File: src/rtl/stack_commit_if.sv
// Bundle between the block mover / intersection checker and stack_commit.
// master drives the stop request, moving block and checker result; slave is stack_commit.
interface stack_commit_if;
   logic       stop_pulse;
   logic [8:0] curr_block_start;
   logic [8:0] curr_block_end;
   logic [3:0] curr_block_size;
   logic       intersect_true;
   logic       stop_true;
   logic [8:0] prev_block_start;
   logic [8:0] prev_block_end;
   logic [3:0] prev_block_size;
   logic [3:0] row;
   logic [3:0] next_size;
   logic       next_valid;
   logic       busy;
   logic       game_over;
   logic       win;

   modport master (
      output stop_pulse, curr_block_start, curr_block_end, curr_block_size, intersect_true,
      input  stop_true, prev_block_start, prev_block_end, prev_block_size, row, next_size,
             next_valid, busy, game_over, win
   );

   modport slave (
      input  stop_pulse, curr_block_start, curr_block_end, curr_block_size, intersect_true,
      output stop_true, prev_block_start, prev_block_end, prev_block_size, row, next_size,
             next_valid, busy, game_over, win
   );
endinterface

File: src/rtl/stack_commit.sv
// Trims a stopped block to its overlap with the row below and commits it; spawn pulse 3 cycles after stop.
// No backpressure: stop requests arriving while busy or after game end are dropped.
module stack_commit #(
   parameter int CELL_SHIFT = 3,
   parameter int INIT_SIZE  = 4,
   parameter int NUM_ROWS   = 12
) (
   input logic           clk,
   input logic           resetn,
   stack_commit_if.slave bus
);
   typedef enum logic [2:0] {IDLE, EVAL, CHECK, SPAWN, OVER, WIN} state_t;

   state_t     state;
   logic       stop_true;
   logic [8:0] prev_start;
   logic [8:0] prev_end;
   logic [3:0] prev_size;
   logic [3:0] row;
   logic [3:0] next_size;
   logic       next_valid;
   logic       busy;
   logic       game_over;
   logic       win;

   logic       prev_empty;
   logic [8:0] os;
   logic [8:0] oe;
   logic [9:0] width;
   logic [9:0] cells_w;
   logic [3:0] cells;
   logic [8:0] span;
   logic [8:0] new_end;
   logic [3:0] row_nxt;

   // An empty base (0/0) accepts the moving block as-is.
   always_comb begin
      prev_empty = (prev_start == 9'd0) && (prev_end == 9'd0);
      os = bus.curr_block_start;
      oe = bus.curr_block_end;
      if (!prev_empty) begin
         os = (bus.curr_block_start > prev_start) ? bus.curr_block_start : prev_start;
         oe = (bus.curr_block_end < prev_end) ? bus.curr_block_end : prev_end;
      end
      width = (oe >= os) ? ({1'b0, oe} - {1'b0, os} + 10'd1) : 10'd0;
      cells_w = width >> CELL_SHIFT;
      if (cells_w > {6'd0, bus.curr_block_size}) begin
         cells_w = {6'd0, bus.curr_block_size};
      end
      cells   = cells_w[3:0];
      span    = {5'd0, cells} << CELL_SHIFT;
      new_end = os + span - 9'd1;
      row_nxt = row + 4'd1;
   end

   always_ff @(posedge clk) begin
      if (!resetn) begin
         state      <= IDLE;
         stop_true  <= 1'b0;
         prev_start <= 9'd0;
         prev_end   <= 9'd0;
         prev_size  <= 4'd0;
         row        <= 4'd0;
         next_size  <= 4'(INIT_SIZE);
         next_valid <= 1'b0;
         busy       <= 1'b0;
         game_over  <= 1'b0;
         win        <= 1'b0;
      end else begin
         case (state)
            IDLE: begin
               if (bus.stop_pulse) begin
                  state     <= EVAL;
                  stop_true <= 1'b1;
                  busy      <= 1'b1;
               end
            end
            EVAL: state <= CHECK;
            CHECK: begin
               stop_true <= 1'b0;
               if (!bus.intersect_true || (cells == 4'd0)) begin
                  state     <= OVER;
                  game_over <= 1'b1;
               end else begin
                  prev_start <= os;
                  prev_end   <= new_end;
                  prev_size  <= cells;
                  row        <= row_nxt;
                  next_size  <= cells;
                  if (row_nxt == 4'(NUM_ROWS)) begin
                     state <= WIN;
                     win   <= 1'b1;
                  end else begin
                     state      <= SPAWN;
                     next_valid <= 1'b1;
                  end
               end
            end
            SPAWN: begin
               next_valid <= 1'b0;
               busy       <= 1'b0;
               state      <= IDLE;
            end
            OVER, WIN: state <= state;
            default:   state <= IDLE;
         endcase
      end
   end

   assign bus.stop_true        = stop_true;
   assign bus.prev_block_start = prev_start;
   assign bus.prev_block_end   = prev_end;
   assign bus.prev_block_size  = prev_size;
   assign bus.row              = row;
   assign bus.next_size        = next_size;
   assign bus.next_valid       = next_valid;
   assign bus.busy             = busy;
   assign bus.game_over        = game_over;
   assign bus.win              = win;
endmodule

File: src/flat_wrapper.sv
// flat-port wrapper written by rule: the top's interface ports become plain ports
module stack_commit_flat 
#(
   parameter int CELL_SHIFT = 3,
   parameter int INIT_SIZE  = 4,
   parameter int NUM_ROWS   = 12
)
  (clk, resetn, bus_stop_pulse, bus_curr_block_start, bus_curr_block_end, bus_curr_block_size, bus_intersect_true, bus_stop_true, bus_prev_block_start, bus_prev_block_end, bus_prev_block_size, bus_row, bus_next_size, bus_next_valid, bus_busy, bus_game_over, bus_win);
  stack_commit_if bus_i ();
  input logic clk;
  input logic resetn;
  input wire logic [$bits(bus_i.stop_pulse)-1:0] bus_stop_pulse;
  input wire logic [$bits(bus_i.curr_block_start)-1:0] bus_curr_block_start;
  input wire logic [$bits(bus_i.curr_block_end)-1:0] bus_curr_block_end;
  input wire logic [$bits(bus_i.curr_block_size)-1:0] bus_curr_block_size;
  input wire logic [$bits(bus_i.intersect_true)-1:0] bus_intersect_true;
  output wire logic [$bits(bus_i.stop_true)-1:0] bus_stop_true;
  output wire logic [$bits(bus_i.prev_block_start)-1:0] bus_prev_block_start;
  output wire logic [$bits(bus_i.prev_block_end)-1:0] bus_prev_block_end;
  output wire logic [$bits(bus_i.prev_block_size)-1:0] bus_prev_block_size;
  output wire logic [$bits(bus_i.row)-1:0] bus_row;
  output wire logic [$bits(bus_i.next_size)-1:0] bus_next_size;
  output wire logic [$bits(bus_i.next_valid)-1:0] bus_next_valid;
  output wire logic [$bits(bus_i.busy)-1:0] bus_busy;
  output wire logic [$bits(bus_i.game_over)-1:0] bus_game_over;
  output wire logic [$bits(bus_i.win)-1:0] bus_win;
  assign bus_i.stop_pulse = bus_stop_pulse;
  assign bus_i.curr_block_start = bus_curr_block_start;
  assign bus_i.curr_block_end = bus_curr_block_end;
  assign bus_i.curr_block_size = bus_curr_block_size;
  assign bus_i.intersect_true = bus_intersect_true;
  assign bus_stop_true = bus_i.stop_true;
  assign bus_prev_block_start = bus_i.prev_block_start;
  assign bus_prev_block_end = bus_i.prev_block_end;
  assign bus_prev_block_size = bus_i.prev_block_size;
  assign bus_row = bus_i.row;
  assign bus_next_size = bus_i.next_size;
  assign bus_next_valid = bus_i.next_valid;
  assign bus_busy = bus_i.busy;
  assign bus_game_over = bus_i.game_over;
  assign bus_win = bus_i.win;
  stack_commit #(.CELL_SHIFT(CELL_SHIFT), .INIT_SIZE(INIT_SIZE), .NUM_ROWS(NUM_ROWS)) u_core (.clk(clk), .resetn(resetn), .bus(bus_i));
endmodule
File: config.mk
export PLATFORM = sky130hd
export DESIGN_NAME = stack_commit_flat
export DESIGN_NICKNAME = d
export VERILOG_FILES = /design/src/rtl/stack_commit_if.sv /design/src/rtl/stack_commit.sv /design/src/flat_wrapper.sv
export SDC_FILE = /design/constraint.sdc
export NUM_CORES = 1
export LEC_CHECK = 0
export ABC_AREA = 1
export CORE_MARGIN = 2
export CORE_UTILIZATION = 45
export CTS_CLUSTER_DIAMETER = 100
export DETAILED_ROUTE_END_ITERATION = 16
export PLACE_DENSITY_LB_ADDON = 0.05
export SYNTH_ARGS = -nofsm -noshare
export SYNTH_HDL_FRONTEND = slang
export SYNTH_SLANG_ARGS = --single-unit
File: constraint.sdc
create_clock -name clk -period 7 [get_ports clk]
set_clock_uncertainty 0.15 [all_clocks]
set_input_delay 1.4 -clock clk [delete_from_list [all_inputs] [get_ports clk]]
set_output_delay 1.4 -clock clk [all_outputs]
set_load 0.02 [all_outputs]
Word-level counts from Yosys, hierarchy flattened

Cells that the tools add are included.

Flip-flop bits (word level): 38
Output and inout bits: 35
Logic and storage cells: 65

Add/sub/neg operators: 5
$lt $le $gt $ge: 4
Equality and inequality tests: 9
Mux-type cells: 16
Bitwise operators: 2
Reductions and logical operators: 18

Operator list:

| cell                    | count |
|---|---|
| $mux W9                 | 4 |
| $logic_not A9 Y1        | 2 |
| $pmux W3 S4             | 1 |
| $add A10 B1 Y10 const B | 1 |
| $mux W10                | 1 |
| $reduce_and A2 Y1       | 5 |
| $sub A9 B9 Y10          | 1 |
| $add A9 B7 Y9           | 1 |
| $ge A9 B9 Y1            | 1 |
| $gt A9 B9 Y1            | 1 |
| $lt A9 B9 Y1            | 1 |
| $mux W3                 | 3 |
| $sub A9 B1 Y9 const B   | 1 |
| $gt A7 B4 Y1            | 1 |
| $eq A3 B2 Y1 const B    | 2 |
| $eq A3 B3 Y1 const B    | 2 |
| $ne A2 B2 Y1 const B    | 3 |
| $pmux W1 S2             | 3 |
| $reduce_and A3 Y1       | 2 |
| $reduce_bool A2 Y1      | 3 |
| $add A4 B1 Y4 const B   | 1 |
| $eq A4 B4 Y1 const B    | 1 |
| $logic_not A4 Y1        | 1 |
| $mux W4                 | 1 |
| 8 further kinds         | 11 |

Longest topological paths before layout

Gate-level depths: netlist (run 1).

Word-level depth: 12
Depth in mapped cells: 46
Gate-level depth less buffers: 45

Worst setup path after synthesis (run 1)

OpenSTA, ideal clock, no wires.

Path kind: input to register
Start point: input bus_curr_block_start[2]
End point: register u_core.prev_end[8] (netlist: u_core.bus.prev_block_end[8])
Setup time: 0.071 ns
Data arrival time: 6.625 ns
Required time: 6.779 ns
Slack: 0.154 ns
Stages: 39
Path through: ha_1 > nand2_1 > o21a_1 > o21ai_0 > nand2_1 > a21oi_1 > nor2_1 > a41oi_1 > nor2_1 > a21oi_1 > ha_1 > ha_1 > a21oi_1 > nand2_2 > nand2_1 > nand2_1 > xor2_1 > nor2_1 > (+3 left out) > o21ai_1 > nand4_1 > nand2_2 > inv_1 > ha_1 > inv_1 > ha_1 > a21oi_1 > inv_1 > a31oi_1 > o31ai_1 > inv_1 > nand2_1 > nand2_1 > nand2_1 > nand2_1 > nand2_1 > a21oi_1

Cells in the longest elaborated chain, start to end: 12

Ends and longest elaborated chain:

| what                                                                   | RTL line           | text |
|---|---|---|
| start: declaration                                                     | flat_wrapper.sv:13 | `input wire logic [$bits(bus_i.curr_block_start)-1:0] bus_curr_block_start;` |
| $gt A9 B9 Y1                                                           | stack_commit.sv:42 | `os = (bus.curr_block_start > prev_start) ? bus.curr_block_start : prev_start;` |
| $mux W9                                                                | stack_commit.sv:42 |  |
| $mux W9 (*)                                                            | stack_commit.sv:41 | `if (!prev_empty) begin` |
| parallel branches: the longest is 9 deep, another holds $sub A9 B9 Y10 | n/a                |  |
| end signal: assignment                                                 | stack_commit.sv:86 | `prev_end <= new_end;` |
| end: declaration                                                       | stack_commit.sv:17 | `logic [8:0] prev_end;` |

Every way passes the cells marked *.
A chain may end at the register's enable or synchronous reset.

Worst setup path after layout (run 1)

Start point: input bus_curr_block_end[3]
End point: register u_core.prev_end[8] (netlist: u_core.bus.prev_block_end[8])

Cells in the longest elaborated chain, start to end: 12

Ends and longest elaborated chain:

| what                                                                  | RTL line           | text |
|---|---|---|
| start: declaration                                                    | flat_wrapper.sv:14 | `input wire logic [$bits(bus_i.curr_block_end)-1:0] bus_curr_block_end;` |
| $lt A9 B9 Y1                                                          | stack_commit.sv:43 | `oe = (bus.curr_block_end < prev_end) ? bus.curr_block_end : prev_end;` |
| $mux W9                                                               | stack_commit.sv:43 |  |
| $mux W9 (*)                                                           | stack_commit.sv:41 |  |
| $sub A9 B9 Y10                                                        | stack_commit.sv:45 | `width = (oe >= os) ? ({1'b0, oe} - {1'b0, os} + 10'd1) : 10'd0;` |
| $add A10 B1 Y10                                                       | stack_commit.sv:45 |  |
| $mux W10 (*)                                                          | stack_commit.sv:45 |  |
| $gt A7 B4 Y1                                                          | stack_commit.sv:47 | `if (cells_w > {6'd0, bus.curr_block_size}) begin` |
| $mux W4 (*)                                                           | stack_commit.sv:47 |  |
| parallel branches: the longest is 4 deep, another holds $add A9 B7 Y9 | n/a                |  |

Marks and branches as above.

==> impl_summary.md, run 1 <==
Synthesis
The post-synthesis instance area is 3620 sq um. The number of nets handed over by synthesis was 621. The cell count after synthesis is 540. The top cell type's share of synthesized area is 0.194. Summed over all instances, the cell type with the most area after synthesis is dfxtp_1. The synthesized netlist contains 44 unique library cells. The synthesized design contains 35 register bits. Of the synthesized area, sequential elements account for 0.194. The synthesized area divided by synthesized cell count is 6.71 sq um. After synthesis, the cell types taking the most area are dfxtp_1 19%, ha_1 18%, nand2_1 16%. During synthesis, Yosys emitted a total of 0 warnings.

Die
Pin placement for this block handled 61 I/O pins. The floorplan die width is 93.7 um. The core outline area is 7770 sq um. The floorplan step defined a die boundary enclosing 8780 sq um.

The vertical die dimension is between 90 and 100 um. The initialized floorplan defines 32 standard-cell rows. The initial utilization of the core area, before any placement, comes to 0.466.

GRT
The via count of the first global-routing pass is ~3800. The number of antenna violations at the first check in global routing is 0. The overall track demand over capacity in global routing is 0.255. Entering global routing, the biggest net connects 31 pins.

The global-route wire length before repair is 17700 um. The global route total overflow is 0.

Clocking
The total clock buffers created by CTS is 5. The worst-case clock buffer depth is 2. The cell at the root of the clock tree is clkbuf_8. TritonCTS built the clock tree. After clock tree synthesis, the clock-pin slew on the worst setup and hold paths is 0.08 ns. The H-tree was split into 2 levels. The clock insertion delay at the later pin of the skew report is 0.30 ns. The clock sink count is 35.

Layout
In the final layout, the share of cells above drive strength 1 is 0.335. The number of fillers in the final layout is approximately 660. The count of inserted antenna diode cells is 0.

The library cells used most frequently in the layout, excluding fill and tap cells, are 136 x nand2_1, 85 x buf_4, 84 x inv_1. Registers take between 700 and 800 sq um. The area of the multi-input gates is 3040 sq um. The library cell used most frequently in the layout, excluding fill and tap cells, is nand2_1. The area growth from synthesis to layout is 54.6%. The total number of nets in the final design is 764.

Worst setup path
The delay of the slowest critical-path stage is 0.38 ns. At the worst endpoint, the required time is 7.08 ns. The start-to-end type of the worst setup path is in2reg. The cell seen most often among critical-path stages is nand2_1.

Data arrives at the worst endpoint at 6.88 ns. The worst setup path is launched from a primary input. The critical-path cell with the highest stage delay is fa_1. The flop-to-flop setup slack is approximately 0.81 ns. In this run the worst path has a maximum fanout of 5. The endpoint type of the worst setup path is a flip-flop.

Detailed routing
The first detailed-routing pass ran for 5 iterations. Summing over every cut layer, the via total after detailed routing is 3996. Using the TritonRoute via totals, the vias-per-cell ratio works out to between 5 and 6. After detailed routing, the average wire length per cell comes to roughly 15 um. The wire length reported by the detailed router is 11500 um. The count of nets left with antenna violations once routing finished came out at 0. The DRC violation count after routing is 0.

The DRC violation total after the first TritonRoute iteration is 179.

STA
The final setup violation count is 0. The worst path needs around 7 ns of the cycle, external delays included. The worst pin sits at a relative slew slack of 0.223. The count of endpoints failing hold in the final timing report came to 0. The number of slew-limit violations in the final report was 0. The period utilization is 0.972. The slack of the critical path is 0.195 ns. The achievable frequency is 147 MHz. At the pin with the least slew margin, the transition time is 1.16 ns.

Placement
The count of buffers added on input and output ports is 60. At the placement stage, the worst setup path has a slack of -0.787 ns. The routability congestion estimate from global placement is approximately 0.94. The HPWL after detailed placement is 8480 um.

Hold path
The worst hold path belongs to the class reg2reg.

Flow run
The max-cap violation count is 0.

Outcome
The flow ran to the end, and the final reports show no timing, DRC or antenna violations.
routing by layer:
| metal | global-route usage | vias to the layer above | wire (um) |
|---|---|---|---|
| met3 | 0.0369 | 21 | 637 |
| met5 | 0 | - | 0 |
| met4 | 0.0652 | 0 | 238 |
| met2 | 0.422 | 134 | 5420 |
| li1 | - | 2019 | - |
| met1 | 0.347 | 1822 | 5200 |
final timing paths:
kind                                        to  cells after the start                           start
setup / recovery  u_core.bus.prev_block_end[8]                     40           bus_curr_block_end[3]
setup reg to reg  u_core.bus.prev_block_end[6]                     37  u_core.bus.prev_block_start[3]
hold / removal           u_core.bus.next_valid                      2           u_core.bus.next_valid
hold reg to reg          u_core.bus.next_valid                      2           u_core.bus.next_valid
cell families after synthesis:
group / count (synthesis) / synth area share
compound gates: 92 / 0.151
xor+xnor: 10 / 0.0242
fa+ha+maj: 55 / 0.198
buf+inv: 107 / 0.123
flops: 35 / 0.194
simple gates: 241 / 0.310
metrics by stage:
| stage | area [sq um] | std cells | hold WS, ns | TNS [ns] | utilization |
|---|---|---|---|---|---|
| global route | 5600 | 786 | 0.349 | -0.231 | 0.721 |
| CTS | 5230 | 782 | 0.322 | 0 | 0.673 |
| detailed placement | 4830 | 764 | 0.307 | -4.79 | 0.622 |
| finish | 5600 | 786 | 0.316 | 0 | 0.721 |
| floorplan | 3620 | 540 | 0.321 | 0 | - |
| global placement | 4830 | 764 | 0.298 | -4.03 | 0.622 |
sequential cells by signal (all words and copies together), names as in the netlist, 3 cells and up:
name and count:
u_core.bus.row 4, u_core.bus.next_size 4, u_core.bus.prev_block_start 9, u_core.state 3, u_core.bus.prev_block_end 9
area by class of cell:
type	instances	share of cell area
Clock buffer	5	0.0123
Tap cell	102	0.0228
Sequential cell	35	0.125
Timing Repair Buffer	149	0.226
Inverter	94	0.0630
Multi-Input combinational cell	398	0.543
Clock inverter	3	0.00782
cell usage after synthesis, drive strengths merged:
master   instances
nand2          164
inv             93
a21oi           51
ha              51
nor2            36
dfxtp           35
o21ai           27
nand3           23
nand4           11
buf              9
xor2             7
clkbuf           4
fa               4
o21a             4
nor3             3
xnor2            3
nand3b           2
o21bai           2
a211oi           1
a21boi           1
a21o             1
a31oi            1
a41oi            1
and3             1
clkinv           1
nor4             1
o2111ai          1
o221ai           1
o31ai            1
critical path: cells and delay by family:
kind / cells / cell delay, ns
and+or+nand+nor: 12 / 1.04
buffers and inverters: 8 / 0.90
adders and majority gates: 6 / 1.63
AOI/OAI and AO/OA: 14 / 1.90
timing repair:
action,4_1_cts,5_1_grt
buffers inserted,9,5
endpoints found under the setup margin,6,7
hold buffers,0,0
gates resized for setup,57,85
pin swaps,27,43
cloned,1,0
Power of run 1 is left out: the tool's default activity adds up to more than one toggle a clock period on the data nets, which glitch-free logic cannot reach.
==> inputs of run 2 (changes only) <==
--- a/config.mk
+++ b/config.mk
@@ -7,8 +7,7 @@
 export LEC_CHECK = 0
 export ABC_AREA = 1
 export CORE_MARGIN = 2
-export CORE_UTILIZATION = 45
-export CTS_CLUSTER_DIAMETER = 100
+export CORE_UTILIZATION = 35
 export DETAILED_ROUTE_END_ITERATION = 16
 export PLACE_DENSITY_LB_ADDON = 0.05
 export SYNTH_ARGS = -nofsm -noshare
==> constraint.sdc (replaced) <==
create_clock -name clk -period 7 [get_ports clk]
set_clock_uncertainty 0.15 [all_clocks]
set_input_delay 0.7 -clock clk [delete_from_list [all_inputs] [get_ports clk]]
set_output_delay 0.7 -clock clk [all_outputs]
set_load 0.02 [all_outputs]
==> impl_summary.md, run 2 (synthesized netlist as in run 1, its figures left out) <==
Layout
The library cells used most frequently in the layout, excluding fill and tap cells, are 146 x nand2_1, 88 x inv_1, 60 x clkdlybuf4s50_1. The count of inserted antenna diode cells came to 0 (unchanged). Leaving out fill and tap cells, the most frequent cell in the layout is nand2_1. The total number of nets in the final design was 722 (-5.5%). The number of fillers in the final layout is 1063 (+62%). From synthesis to final layout, the design area changed by 36.1%. The area of the multi-input gates is 2640 sq um (-13%). The filler-free cell count of the finished design is 778 (-1.0%). The share of the core filled with cells is 0.484 (-0.237).

The area occupied by registers is 701 sq um (unchanged). The cell area after layout came to 4930 sq um (-12%). The layout cell share with drive strength beyond 1 is 0.187 (-0.148).

Worst setup path
The flop-to-flop setup slack came to 0.64 ns (-0.17 ns). The launching element type of the critical path is a primary input. The critical path is of the in2reg type. The endpoint arrival time on the critical path is 6.76 ns (-0.12 ns). The slowest stage of the critical path belongs to the cell clkdlybuf4s50_1. The highest net fanout along the worst path is 6 (+1). STA classifies the critical path endpoint as a flip-flop. The worst endpoint required time is 7.06 ns (-0.02 ns). Grouping stages by cell kind, the critical path spends the most delay in compound AO/OA/AOI/OAI gates. The capture point of the worst reg-to-reg path is u_core.bus.prev_block_end[8]. The launch instance of the worst register-to-register path is u_core.bus.prev_block_end[1]. The worst-case reg-to-reg path depth is 43 (+16%). The cell seen most often among critical-path stages is nand2_1. The delay of the slowest critical-path stage was 0.48 ns (+0.10 ns). The number of buffers and inverters on the critical path is 6 (-2).

Hold path
The cell count of the worst hold path is 2 (unchanged). The hold-critical path endpoint is u_core.bus.prev_block_size[2]. In this run the most critical hold path is launched from u_core.bus.prev_block_size[2]. The tightest min-delay check is of the reg2reg type.

GRT
The largest net degree at the start of global routing is 31 (unchanged). The routing usage on met2 is 0.326 (-0.0958). The global-route wire length before repair is 17500 um (-1.4%). The fraction of met3 tracks used by global routing is 0.0297 (-0.00723). The global route total overflow is 0 (unchanged).

The global-route met1 utilization came to 0.255 (-0.0926). The via count of the first global-routing pass came to 3624 (-3.5%). The overall track demand over capacity in global routing is 0.192 (-0.0628).

The most used routing layer in global routing is met2. The number of antenna violations at the first check in global routing is 0 (unchanged).

Die
The vertical die dimension is 106 um (+13%). The floorplan die width is 106 um (+13%). The number of primary I/O pins was 61 (unchanged). The cell row count is 37 (+16%). The core outline area is 10200 sq um (+31%).

The initial core utilization is 0.356 (-0.111). The die footprint is 11200 sq um (+27%).

STA
The achievable frequency came to 149 MHz (+1.6%). The transition at the pin with the smallest max-transition slack is 1.19 ns (+0.0240 ns). The count of endpoints failing hold in the final timing report is 0 (unchanged). The worst slew margin relative to its limit came to 0.207 (-0.0160). The number of slew-limit violations in the final report is 0 (unchanged). The final setup violation count was 0 (unchanged).

The post-route setup TNS is 0 ns (unchanged). The time the final worst path needs with I/O delays and setup is 6.70 ns (-0.106 ns). The period utilization is 0.957 (-0.0151).

Placement
The routability congestion estimate from global placement is 0.938 (-0.20%). The HPWL after detailed placement is 8540 um (+0.69%). The post-placement cell area is 4630 sq um (-4.2%). The count of port buffers added during placement is 60 (unchanged). The total placed cells including tap cells is 767 (+0.39%).

Clocking
The number of H-tree branching levels came to 2 (unchanged). The clock sink count is 35 (unchanged). The worst-case clock buffer depth is 2 (unchanged). The total clock buffers created by CTS was 5 (unchanged). The CTS tree is done. The clock transition at the registers of the reported paths is 0.07 ns (about the same). The cell at the root of the clock tree is clkbuf_8. The clock insertion delay at the later pin of the skew report is 0.30 ns (about the same).

Outcome
The flow ran to the end, and the final reports show no timing, DRC or antenna violations.

Detailed routing
The DRC violation total after the first TritonRoute iteration is 152 (-15%). The number of nets with antenna violations after detailed routing is 0 (unchanged). The mean routed wirelength per cell was 13.7 um (-6.3%). The number of iterations in the first detailed-routing pass is 4 (-1). The detailed-route vias per instance came to 4.73 (-6.9%). The DRC violation count after routing came to 0 (unchanged). The total number of vias is 3682 (-7.9%). The wire length reported by the detailed router came to 10700 um (-7.3%).

Flow run
The max-cap violation count is 0 (unchanged).
==> run 2: changes by cell type in the layout (fill, tap and decap cells not counted), sizes merged <==
cell	previous run	this run
dlygate4sd2	5	0
dlymetal6s2s	4	0
clkbuf	11	5
clkdlybuf4s50	45	60
buf	89	47
==> run 2: timing repair <==
| action | CTS | global route |
|---|---|---|
| endpoints found under the setup margin | 0 | 5 |
| resized for setup | 0 | 33 |
| hold buffers | 0 | 0 |
| setup buffers | 0 | 3 |
==> run 2: per-stage QoR <==
stage | hold slack, ns | setup WS (ns)
after floorplan | 0.321 | 0.854
after global placement | 0.300 | -0.0395
after detailed placement | 0.304 | -0.0981
after CTS | 0.321 | 0.182
after global routing | 0.348 | -0.114
final | 0.316 | 0.300
==> run 2: cell type report <==
cell class | instances | share of cell area
Multi-Input combinational cell | 398 | 0.535
Timing Repair Buffer | 107 | 0.194
Sequential cell | 35 | 0.142
Inverter | 94 | 0.0716
Tap cell | 136 | 0.0345
Clock buffer | 5 | 0.0140
Clock inverter | 3 | 0.00889
==> run 2: layer usage <==
metal,vias to the layer above,wire [um],share of wire
li1,1929,-,-
met1,1678,5080,0.48
met2,62,5080,0.48
met3,13,354,0.033
met4,0,150,0.014
met5,-,0,0
==> run 2: worst max path at each step <==
| stage | start | endpoint | slack (ns) | cells after the start |
|---|---|---|---|---|
| after global routing | bus_curr_block_start[2] | u_core.bus.prev_block_end[8] | -0.11 | 44 |
| after detailed placement | bus_curr_block_end[1] | u_core.bus.prev_block_end[8] | -0.1 | 41 |
| after CTS | bus_curr_block_end[1] | u_core.bus.prev_block_end[8] | 0.18 | 41 |
| final | bus_curr_block_end[1] | u_core.bus.prev_block_end[8] | 0.30 | 43 |
| after floorplan | bus_curr_block_start[2] | u_core.bus.prev_block_end[8] | 0.85 | 39 |
| after global placement | bus_curr_block_end[1] | u_core.bus.prev_block_end[8] | -0.04 | 42 |
==> run 2: tightest hold or removal path: stages, from the launching register on <==
cell	delay, ns
dfxtp_1	0.31
nand2_1	0.06
a21oi_1	0.05
Power of run 2 is left out for the same reason.
==> inputs of run 3 (changes only) <==
--- a/config.mk
+++ b/config.mk
@@ -6,6 +6,7 @@
 export NUM_CORES = 1
 export LEC_CHECK = 0
 export ABC_AREA = 1
+export CAP_MARGIN = 10
 export CORE_MARGIN = 2
 export CORE_UTILIZATION = 35
 export DETAILED_ROUTE_END_ITERATION = 16
==> results of run 3 <==
Same layout as run 2: the final DEF is identical, and so are final timing and power.
Power of run 3 is left out for the same reason.
